<file path="src/rtl/game_controller.sv">
// Top-level game sequencer: stages, lives with respawn delay, pause, saturating score
// and a high score that only resetN clears.
module game_controller #(
  parameter int unsigned NUM_ENEMY       = 15,
  parameter int unsigned NUM_STAGES      = 4,
  parameter int unsigned STAGE_W         = 3,
  parameter int unsigned LIVES           = 3,
  parameter int unsigned SCORE_W         = 14,
  parameter int unsigned POINTS_PER_KILL = 10,
  parameter int unsigned CLEAR_DELAY     = 64,
  parameter int unsigned RESPAWN_DELAY   = 32
) (
  input  logic                 clock,
  input  logic                 resetN,
  input  logic                 tick,
  input  logic                 btnStart,
  input  logic                 btnPause,
  input  logic [NUM_ENEMY-1:0] enemyAlive,
  input  logic [NUM_ENEMY-1:0] enemyKill,
  input  logic                 playerHit,
  output logic [2:0]           gameState,
  output logic [STAGE_W-1:0]   stage,
  output logic [2:0]           lives,
  output logic [SCORE_W-1:0]   score,
  output logic [SCORE_W-1:0]   highScore,
  output logic                 stageLoad,
  output logic                 playerRespawn,
  output logic                 freeze
);

  localparam int unsigned MAX_DELAY = (CLEAR_DELAY > RESPAWN_DELAY) ? CLEAR_DELAY : RESPAWN_DELAY;
  localparam int unsigned TIMER_W   = $clog2(MAX_DELAY + 1);
  localparam int unsigned CNT_W     = $clog2(NUM_ENEMY + 1);
  localparam logic [SCORE_W-1:0] SCORE_MAX = '1;

  typedef enum logic [2:0] {
    S_IDLE        = 3'd0,
    S_PLAYING     = 3'd1,
    S_VICTORY     = 3'd2,
    S_DEFEAT      = 3'd3,
    S_PAUSED      = 3'd4,
    S_STAGE_CLEAR = 3'd5,
    S_RESPAWN     = 3'd6
  } state_t;

  state_t               state_q, state_d;
  logic [STAGE_W-1:0]   stage_q, stage_d;
  logic [2:0]           lives_q, lives_d;
  logic [SCORE_W-1:0]   score_q, score_d;
  logic [SCORE_W-1:0]   high_q, high_d;
  logic [TIMER_W-1:0]   timer_q, timer_d;
  logic                 load_q, load_d;
  logic                 respawn_q, respawn_d;
  logic                 freeze_q, freeze_d;
  logic                 start_prev_q, pause_prev_q;
  logic                 start_pend_q, start_pend_d;
  logic                 pause_pend_q, pause_pend_d;
  logic                 hit_pend_q, hit_pend_d;

  logic                 start_evt, pause_evt, hit_evt;
  logic [CNT_W-1:0]     kill_cnt;
  logic [31:0]          score_sum;

  // Registers
  always_ff @(posedge clock or negedge resetN) begin
    if (!resetN) begin
      state_q      <= S_IDLE;
      stage_q      <= '0;
      lives_q      <= '0;
      score_q      <= '0;
      high_q       <= '0;
      timer_q      <= '0;
      load_q       <= 1'b0;
      respawn_q    <= 1'b0;
      freeze_q     <= 1'b1;
      start_prev_q <= 1'b0;
      pause_prev_q <= 1'b0;
      start_pend_q <= 1'b0;
      pause_pend_q <= 1'b0;
      hit_pend_q   <= 1'b0;
    end else begin
      state_q      <= state_d;
      stage_q      <= stage_d;
      lives_q      <= lives_d;
      score_q      <= score_d;
      high_q       <= high_d;
      timer_q      <= timer_d;
      load_q       <= load_d;
      respawn_q    <= respawn_d;
      freeze_q     <= freeze_d;
      start_prev_q <= btnStart;
      pause_prev_q <= btnPause;
      start_pend_q <= start_pend_d;
      pause_pend_q <= pause_pend_d;
      hit_pend_q   <= hit_pend_d;
    end
  end

  // Next-state, scoring and pulse generation
  always_comb begin
    state_d   = state_q;
    stage_d   = stage_q;
    lives_d   = lives_q;
    score_d   = score_q;
    high_d    = high_q;
    timer_d   = timer_q;
    load_d    = 1'b0;
    respawn_d = 1'b0;

    // Edges arriving on the tick clock itself count for that tick
    start_evt = start_pend_q | (btnStart & ~start_prev_q);
    pause_evt = pause_pend_q | (btnPause & ~pause_prev_q);
    hit_evt   = hit_pend_q | (playerHit & (state_q == S_PLAYING));

    start_pend_d = tick ? 1'b0 : start_evt;
    pause_pend_d = tick ? 1'b0 : pause_evt;
    hit_pend_d   = tick ? 1'b0 : hit_evt;

    kill_cnt = '0;
    for (int i = 0; i < int'(NUM_ENEMY); i++) begin
      kill_cnt = kill_cnt + CNT_W'(enemyKill[i]);
    end
    score_sum = 32'(score_q) + 32'(POINTS_PER_KILL) * 32'(kill_cnt);
    if (state_q == S_PLAYING) begin
      score_d = (score_sum > 32'(SCORE_MAX)) ? SCORE_MAX : SCORE_W'(score_sum);
    end

    if (tick) begin
      case (state_q)
        S_IDLE: begin
          if (start_evt) begin
            state_d = S_PLAYING;
            stage_d = '0;
            lives_d = 3'(LIVES);
            score_d = '0;
            load_d  = 1'b1;
          end
        end
        S_PLAYING: begin
          if (start_evt) begin
            state_d = S_IDLE;
          end else if (hit_evt) begin
            lives_d = lives_q - 3'd1;
            if (lives_q == 3'd1) begin
              state_d = S_DEFEAT;
              if (score_d > high_q) high_d = score_d;
            end else begin
              state_d = S_RESPAWN;
              timer_d = TIMER_W'(RESPAWN_DELAY);
            end
          end else if (enemyAlive == '0) begin
            if (stage_q == STAGE_W'(NUM_STAGES - 1)) begin
              state_d = S_VICTORY;
              if (score_d > high_q) high_d = score_d;
            end else begin
              state_d = S_STAGE_CLEAR;
              timer_d = TIMER_W'(CLEAR_DELAY);
            end
          end else if (pause_evt) begin
            state_d = S_PAUSED;
          end
        end
        S_PAUSED: begin
          if (start_evt)      state_d = S_IDLE;
          else if (pause_evt) state_d = S_PLAYING;
        end
        S_STAGE_CLEAR: begin
          timer_d = timer_q - TIMER_W'(1);
          if (timer_q <= TIMER_W'(1)) begin
            timer_d = '0;
            stage_d = stage_q + STAGE_W'(1);
            load_d  = 1'b1;
            state_d = S_PLAYING;
          end
        end
        S_RESPAWN: begin
          timer_d = timer_q - TIMER_W'(1);
          if (timer_q <= TIMER_W'(1)) begin
            timer_d   = '0;
            respawn_d = 1'b1;
            state_d   = S_PLAYING;
          end
        end
        S_VICTORY, S_DEFEAT: begin
          if (start_evt) state_d = S_IDLE;
        end
        default: state_d = S_IDLE;
      endcase
    end

    freeze_d = (state_d != S_PLAYING);
  end

  assign gameState     = state_q;
  assign stage         = stage_q;
  assign lives         = lives_q;
  assign score         = score_q;
  assign highScore     = high_q;
  assign stageLoad     = load_q;
  assign playerRespawn = respawn_q;
  assign freeze        = freeze_q;

endmodule

</file>
<file path="config.mk">
export PLATFORM = sky130hd
export DESIGN_NAME = game_controller
export DESIGN_NICKNAME = d
export VERILOG_FILES = /design/src/rtl/game_controller.sv
export SDC_FILE = /design/constraint.sdc
export NUM_CORES = 1
export LEC_CHECK = 0
export CAP_MARGIN = 10
export CORE_ASPECT_RATIO = 0.75
export CORE_UTILIZATION = 53
export DETAILED_ROUTE_END_ITERATION = 8
export PLACE_DENSITY = 0.82
export SYNTH_ARGS = -nofsm -noshare
export SYNTH_HDL_FRONTEND = slang
export SYNTH_SLANG_ARGS = --single-unit
</file>
<file path="constraint.sdc">
create_clock -name clock -period 4.19 [get_ports clock]
set_input_delay 0.419 -clock clock [delete_from_list [all_inputs] [get_ports clock]]
set_output_delay 0.419 -clock clock [all_outputs]
set_load 0.02 [all_outputs]
</file>
==> flow_summary.json, run 1 <==
{
  "area_share_of_the_largest_cell_type_after_synthesis_pct": 33.5,
  "ios": 76,
  "critical_path.max_stage_delay_ns": 0.56,
  "crit_required_ns": 4.39,
  "rsz0062_at_grt": "yes",
  "worst_skew_pair.late_latency_ns": 0.31,
  "synth_enable_flop_cells": 0,
  "n_fill_cell": 400,
  "leading_cell_type_in_the_layout_fill_and_taps_excluded": "sky130_fd_sc_hd__clkdlybuf4s50_1",
  "root_driver": "sky130_fd_sc_hd__clkbuf_8",
  "via_count_of_the_first_global_routing_pass": 3549,
  "die_x_um": 100,
  "placement.io_buffers": 75,
  "die-area_um2": 7540,
  "placementRows": 26,
  "globalRouteTotalUtil_pct": 30.5,
  "path_class": "in2reg",
  "drt_iter0_markers": 266,
  "synthTopCellsByArea": "sky130_fd_sc_hd__dfrtp_1 33%, sky130_fd_sc_hd__ha_1 11%, sky130_fd_sc_hd__fa_1 5.8%",
  "worst_clock_skew_ns": 0.00889,
  "crit_buf_inv": 8,
  "critical_path.max_fanout": 7,
  "nNetsFinal": 620,
  "grt_start_max_net_pins": 53,
  "antenna_cells_inserted": 0,
  "synthFlopType": "sky130_fd_sc_hd__dfrtp_1",
  "dr.pass1.iters": 5,
  "fp.dieH_um": 75.5,
  "cts-buffers-inserted": 5,
  "finalWeightedCongestion": 0.925,
  "clock_pin_slew_reported_for_the_worst_setup_and_hold_paths_after_clock_tree_synthesis_ns": 0.09,
  "setup_ws_ns": -2.93,
  "synth_cell_type_count": 65,
  "worst-slew-pin-transition_ns": 0.854,
  "layout_common_cells": "68 x sky130_fd_sc_hd__clkdlybuf4s50_1, 56 x sky130_fd_sc_hd__buf_4, 51 x sky130_fd_sc_hd__dfrtp_1, 47 x sky130_fd_sc_hd__inv_1, 28 x sky130_fd_sc_hd__ha_1",
  "antenna_violations_before_repair": 0,
  "timing.critical_path.mode_cell": "sky130_fd_sc_hd__fa_1",
  "syn_inst": 399,
  "syn-cell-area_um2": 3810,
  "ctsLongestPathBuffers": 2,
  "hpwl_um": 7780,
  "final_layout_size_suffix_gt1_share_pct": 28.5,
  "routed_wire_length_per_instance_um": 19.2,
  "totalWireLength_um": 12300,
  "post-route-period-util_pct": 170,
  "async_flop_share_pct": 100,
  "core_outline_area_um2": 6900,
  "cts_tree": "done",
  "dr_total_vias": 3822,
  "placedCellCount": 604,
  "run_status": "complete, but fails checks",
  "arrival_ns": 7.32,
  "tritoncts_num_sinks": 52,
  "postSynthAreaPerCell_um2": 9.56,
  "finalSetupViolCount": 28,
  "syn_nets": 480,
  "final-instance-count-excl-fill": 638,
  "final_max_slew_viol_count": 0,
  "critPathCaptureType": "flip-flop",
  "detail_route.vias_per_cell": 5.99,
  "synth_seq_area_share_pct": 34.2,
  "timing.critical_path.from_type": "input pin",
  "final_core_utilization_pct": 81.5,
  "finalCriticalPeriod_ns": 7.12,
  "crit_family": "adder cells",
  "synthToLayoutAreaGrowth_pct": 47.3,
  "failed_checks": "setup timing",
  "synth_seq_cells": 52,
  "max_clock_freq_mhz": 140,
  "floorplan.initialDensity_pct": 55.3,
  "grt_first_pass_wirelength_um": 17500,
  "dpl_worst_slack_ns": -3.37,
  "maxCapViolCount": 0,
  "drc": 0,
  "drt.antenna.violating_nets": 0,
  "globalRoute.totalOverflow": 0,
  "final_hold_viol_count": 0,
  "top_cell_type_by_total_area_after_synthesis": "sky130_fd_sc_hd__dfrtp_1",
  "hold_class": "in2async",
  "worst_slew_margin_rel_pct": 43.1,
  "yosys_warnings": 0,
  "cts.htree.levels": 2,
  "cpMaxStageDelayCell": "sky130_fd_sc_hd__fa_2"
}
[flip-flops by register name (all words and copies together) (netlist names), 3 cells and up]
| register | count |
|---|---|
| timer_q | 7 |
| highScore | 14 |
| score | 14 |
| stage | 3 |
| lives | 3 |
| gameState | 3 |
[cell type report]
cell class | instances | area (um2) | share of cell area (%)
clock buffer | 7 | 76.3 | 1.36
inverter | 51 | 191 | 3.41
clock inverter | 1 | 30.0 | 0.535
sequential | 52 | 1300 | 23.2
tap | 98 | 123 | 2.18
multi-input combinational | 286 | 2610 | 46.4
timing repair buffer | 143 | 1290 | 22.9
[synthesized netlist by cell type (8+ instances only)]
master	number
sky130_fd_sc_hd__dfrtp_1	51
sky130_fd_sc_hd__inv_1	50
sky130_fd_sc_hd__ha_1	34
sky130_fd_sc_hd__nand2_1	29
sky130_fd_sc_hd__nor2_1	27
sky130_fd_sc_hd__a21oi_1	19
sky130_fd_sc_hd__nand3_1	15
sky130_fd_sc_hd__nor2b_1	14
sky130_fd_sc_hd__o21ai_0	13
sky130_fd_sc_hd__fa_1	11
sky130_fd_sc_hd__nand4_1	9
sky130_fd_sc_hd__a31oi_1	8
[worst paths after layout]
| path | start | endpoint | slack, ns | cells after the start |
|---|---|---|---|---|
| worst max-delay path | enemyKill[7] | highScore[12] | -2.93 | 29 |
| worst min-delay path | resetN | score[9] | 0.20 | 2 |
| worst max register to register | score[1] | highScore[12] | 0.36 | 16 |
| worst min register to register | stage[1] | stage[1] | 0.54 | 2 |
| max in group asynchronous | resetN | score[5] | 3.53 | 2 |
| min in group clock | stage[1] | stage[1] | 0.54 | 2 |
[metal layers]
metal  track usage, %  up-vias  part of all wire, %
met4             11.1        0                  5.0
met1             40.5     1861                   41
met3             5.69       61                  7.3
met5                0        -                    0
li1                 -     1679                    -
met2             50.9      221                   47
[cells by family (layout without fill, tap and decap cells)]
group	count (synthesis)	in the layout	synth area share, %
AND/OR/NAND/NOR	126	126	18.0
AO/OA/AOI/OAI	89	89	16.6
buffers and inverters	61	202	7.15
flip-flops	52	52	34.2
adder cells (fa/ha/maj)	45	45	16.9
multiplexers	16	16	4.66
XOR/XNOR	10	10	2.49
[per-stage QoR]
stage | TNS (ns) | hold slack [ns] | area [um2]
3_3_place_gp | -70.00 | 0.505 | 5030
6_report | -63.02 | 0.202 | 5620
3_5_place_dp | -75.18 | 0.513 | 5030
2_1_floorplan | -52.44 | 0.123 | 3940
5_1_grt | -67.12 | 0.282 | 5620
4_1_cts | -56.07 | 0.240 | 5390
[what timing repair did]
item | CTS | global route
buffers inserted | 15 | 13
resized for setup | 57 | 26
pin swaps | 23 | 31
hold endpoints to repair | 0 | 0
endpoints found under the setup margin | 28 | 28
hold buffers | 0 | 0
Power of run 1 is left out: the tool's default activity adds up to more than one toggle a clock period on the data nets, which glitch-free logic cannot reach.
==> inputs of run 2 (changes only) <==
--- a/config.mk
+++ b/config.mk
@@ -7,9 +7,9 @@
 export LEC_CHECK = 0
 export CAP_MARGIN = 10
 export CORE_ASPECT_RATIO = 0.75
-export CORE_UTILIZATION = 53
+export CORE_UTILIZATION = 55
 export DETAILED_ROUTE_END_ITERATION = 8
-export PLACE_DENSITY = 0.82
+export PLACE_DENSITY = 0.84
 export SYNTH_ARGS = -nofsm -noshare
 export SYNTH_HDL_FRONTEND = slang
 export SYNTH_SLANG_ARGS = --single-unit
==> constraint.sdc (replaced) <==
create_clock -name clock -period 9.1 [get_ports clock]
set_input_delay 0.91 -clock clock [delete_from_list [all_inputs] [get_ports clock]]
set_output_delay 0.91 -clock clock [all_outputs]
set_load 0.02 [all_outputs]
==> run 2 against run 1 <==
Compared with the run above: largest cell class unchanged; global-route usage down 4.0 points; critical endpoint is now highScore[7]; core utilization down 9.4 points; via count down 14%; sequential share of layout area up 4.6 points; die area down 3.6%; the flow finishes with violations (DRC); clock skew down 0.00060 ns.
==> flow_summary.json, run 2 (synthesis results as in run 1) <==
{
  "run_status": "complete, but fails checks",
  "failed_checks": "DRC",
  "root_driver": "sky130_fd_sc_hd__clkbuf_8",
  "power_leakage_nw": 2.15,
  "layout_common_cells": "74 x sky130_fd_sc_hd__clkdlybuf4s50_1, 51 x sky130_fd_sc_hd__dfrtp_1, 50 x sky130_fd_sc_hd__inv_1, 34 x sky130_fd_sc_hd__ha_1, 29 x sky130_fd_sc_hd__nand2_1",
  "critPathCaptureType": "flip-flop",
  "ios": 76,
  "final_hold_viol_count": 0,
  "seq_area_um2": 1300,
  "hold_class": "reg2reg",
  "drt_iter0_markers": 230,
  "placed_standard_cell_area_um2": 4590,
  "totalWireLength_um": 9330,
  "critical_path.max_fanout": 10,
  "fp.dieH_um": 74.1,
  "cts.htree.levels": 2,
  "timing.critical_path.from_type": "input pin",
  "min-delay-start": "highScore[9]",
  "fin_worst_hold_slack_ns": 0.531,
  "globalRoute.totalOverflow": 0,
  "worst_slew_margin_rel_pct": 50.9,
  "nNetsFinal": 554,
  "clock_pin_slew_reported_for_the_worst_setup_and_hold_paths_after_clock_tree_synthesis_ns": 0.10,
  "finalWeightedCongestion": 0.920,
  "placementRows": 25,
  "power_per_cell_area_nw_per_um2": 387,
  "grt_start_max_net_pins": 53,
  "arrival_ns": 8.49,
  "finalCriticalPeriod_ns": 8.31,
  "floorplan.initialDensity_pct": 58.6,
  "drt.antenna.violating_nets": 0,
  "finalSetupViolCount": 0,
  "globalRouteTotalUtil_pct": 26.5,
  "dr.pass1.iters": 7,
  "cts_tree": "done",
  "postCtsSetupRepairBufs": 0,
  "antenna_cells_inserted": 0,
  "reg2reg_from": "gameState[0]",
  "largest_voltage_drop_on_the_vdd_net_mv": 0.255,
  "max_clock_freq_mhz": 120,
  "die_x_um": 98.2,
  "cts_hold_buf": 0,
  "path_class": "in2reg",
  "ctsLongestPathBuffers": 2,
  "post_cts.resized_instances": 0,
  "hpwl_um": 7270,
  "total_power_consumption_of_the_routed_design_w": 0.00181,
  "detail_route.vias_per_cell": 5.90,
  "final.setup.tns_ns": 0,
  "via_count_of_the_first_global_routing_pass": 3341,
  "worst_skew_pair.late_latency_ns": 0.31,
  "final_core_utilization_pct": 72.1,
  "dr_total_vias": 3273,
  "holdPathEnd": "highScore[9]",
  "core_outline_area_um2": 6510,
  "tritoncts_num_sinks": 52,
  "cts-buffers-inserted": 5,
  "holdPathStages": 1,
  "fin_area_um2": 4690,
  "worst-slew-pin-transition_ns": 0.736,
  "leading_cell_type_in_the_layout_fill_and_taps_excluded": "sky130_fd_sc_hd__clkdlybuf4s50_1",
  "rsz0062_at_grt": "no",
  "post-route-period-util_pct": 91.3,
  "worst_clock_skew_ns": 0.00828,
  "maxCapViolCount": 0,
  "timing.reg2reg.setup_slack_ns": 4.96,
  "synthToLayoutAreaGrowth_pct": 23.0,
  "critical_path.reg2reg.endpoint": "highScore[7]",
  "routed_wire_length_per_instance_um": 16.8,
  "placement.io_buffers": 75,
  "n_fill_cell": 490,
  "final_layout_size_suffix_gt1_share_pct": 8.02,
  "final_max_slew_viol_count": 0,
  "antenna_violations_before_repair": 0,
  "r2r.worst_path.cells": 11,
  "crit_required_ns": 9.29,
  "drc": 3,
  "multi_input_comb_area_um2": 2240,
  "grt_first_pass_wirelength_um": 15300,
  "die-area_um2": 7270
}
-- run 2: how the worst max path moves through the flow --
stage	startpoint	to	slack, ns	cells after the start
floorplan	enemyKill[0]	highScore[12]	1.55	27
global placement	enemyKill[0]	highScore[12]	0.74	27
detailed placement	enemyKill[0]	highScore[5]	0.52	26
CTS	enemyKill[0]	highScore[7]	0.81	26
global route	enemyKill[0]	highScore[6]	0.40	28
finish	enemyKill[0]	highScore[7]	0.79	26
-- run 2: worst max-delay path, stage by stage --
cell	delay (ns)
sky130_fd_sc_hd__clkdlybuf4s50_1	0.45
sky130_fd_sc_hd__inv_1	0.05
sky130_fd_sc_hd__fa_1	0.56
sky130_fd_sc_hd__fa_1	0.46
sky130_fd_sc_hd__fa_1	0.57
sky130_fd_sc_hd__fa_1	0.43
sky130_fd_sc_hd__fa_1	0.41
sky130_fd_sc_hd__fa_1	0.40
sky130_fd_sc_hd__xnor2_1	0.37
sky130_fd_sc_hd__ha_1	0.24
sky130_fd_sc_hd__ha_1	0.19
sky130_fd_sc_hd__o21ai_0	0.09
sky130_fd_sc_hd__a21boi_0	0.21
sky130_fd_sc_hd__ha_1	0.33
sky130_fd_sc_hd__a21oi_1	0.22
sky130_fd_sc_hd__nand2_1	0.14
sky130_fd_sc_hd__and3_1	0.26
sky130_fd_sc_hd__nand3_1	0.12
sky130_fd_sc_hd__mux2_2	0.37
sky130_fd_sc_hd__ha_1	0.33
sky130_fd_sc_hd__nand4_1	0.13
sky130_fd_sc_hd__nor2_1	0.17
sky130_fd_sc_hd__o221ai_1	0.15
sky130_fd_sc_hd__a21oi_2	0.30
sky130_fd_sc_hd__buf_4	0.27
sky130_fd_sc_hd__mux2_1	0.35
-- run 2: report_power, final --
part	leakage (nW)	internal [W]	switching, W
registers	0.672	0.000285	0.0000851
logic	1.43	0.000564	0.000738
clock network	0.0516	0.0000624	0.0000798
-- run 2: layout make-up --
class                      count  area share (%)
multi-input combinational    286            47.7
sequential                    52            27.8
timing repair buffer          77            16.2
inverter                      51            4.08
tap                           81            2.16
clock buffer                   6            1.76
clock inverter                 2           0.293
-- run 2: layer usage --
| metal | routed length, um | global-route usage [%] |
|---|---|---|
| met5 | 0 | 0 |
| met4 | 114 | 7.30 |
| met3 | 593 | 5.26 |
| met2 | 4600 | 47.5 |
| met1 | 4020 | 33.5 |
-- run 2: metrics by stage --
| step | setup WS (ns) | std cells |
|---|---|---|
| floorplan | 1.55 | 399 |
| global placement | 0.743 | 547 |
| detailed placement | 0.516 | 547 |
| CTS | 0.814 | 555 |
| global route | 0.404 | 555 |
| finish | 0.795 | 555 |
Note: power is estimated with default switching activity, not from simulation.
==> inputs of run 3 (changes only) <==
--- a/config.mk
+++ b/config.mk
@@ -9,6 +9,7 @@
 export CORE_ASPECT_RATIO = 0.75
 export CORE_UTILIZATION = 55
 export DETAILED_ROUTE_END_ITERATION = 8
+export HOLD_SLACK_MARGIN = 0.02
 export PLACE_DENSITY = 0.84
 export SYNTH_ARGS = -nofsm -noshare
 export SYNTH_HDL_FRONTEND = slang
==> results of run 3 <==
No change in the layout: final DEF, timing and power equal those of run 2.
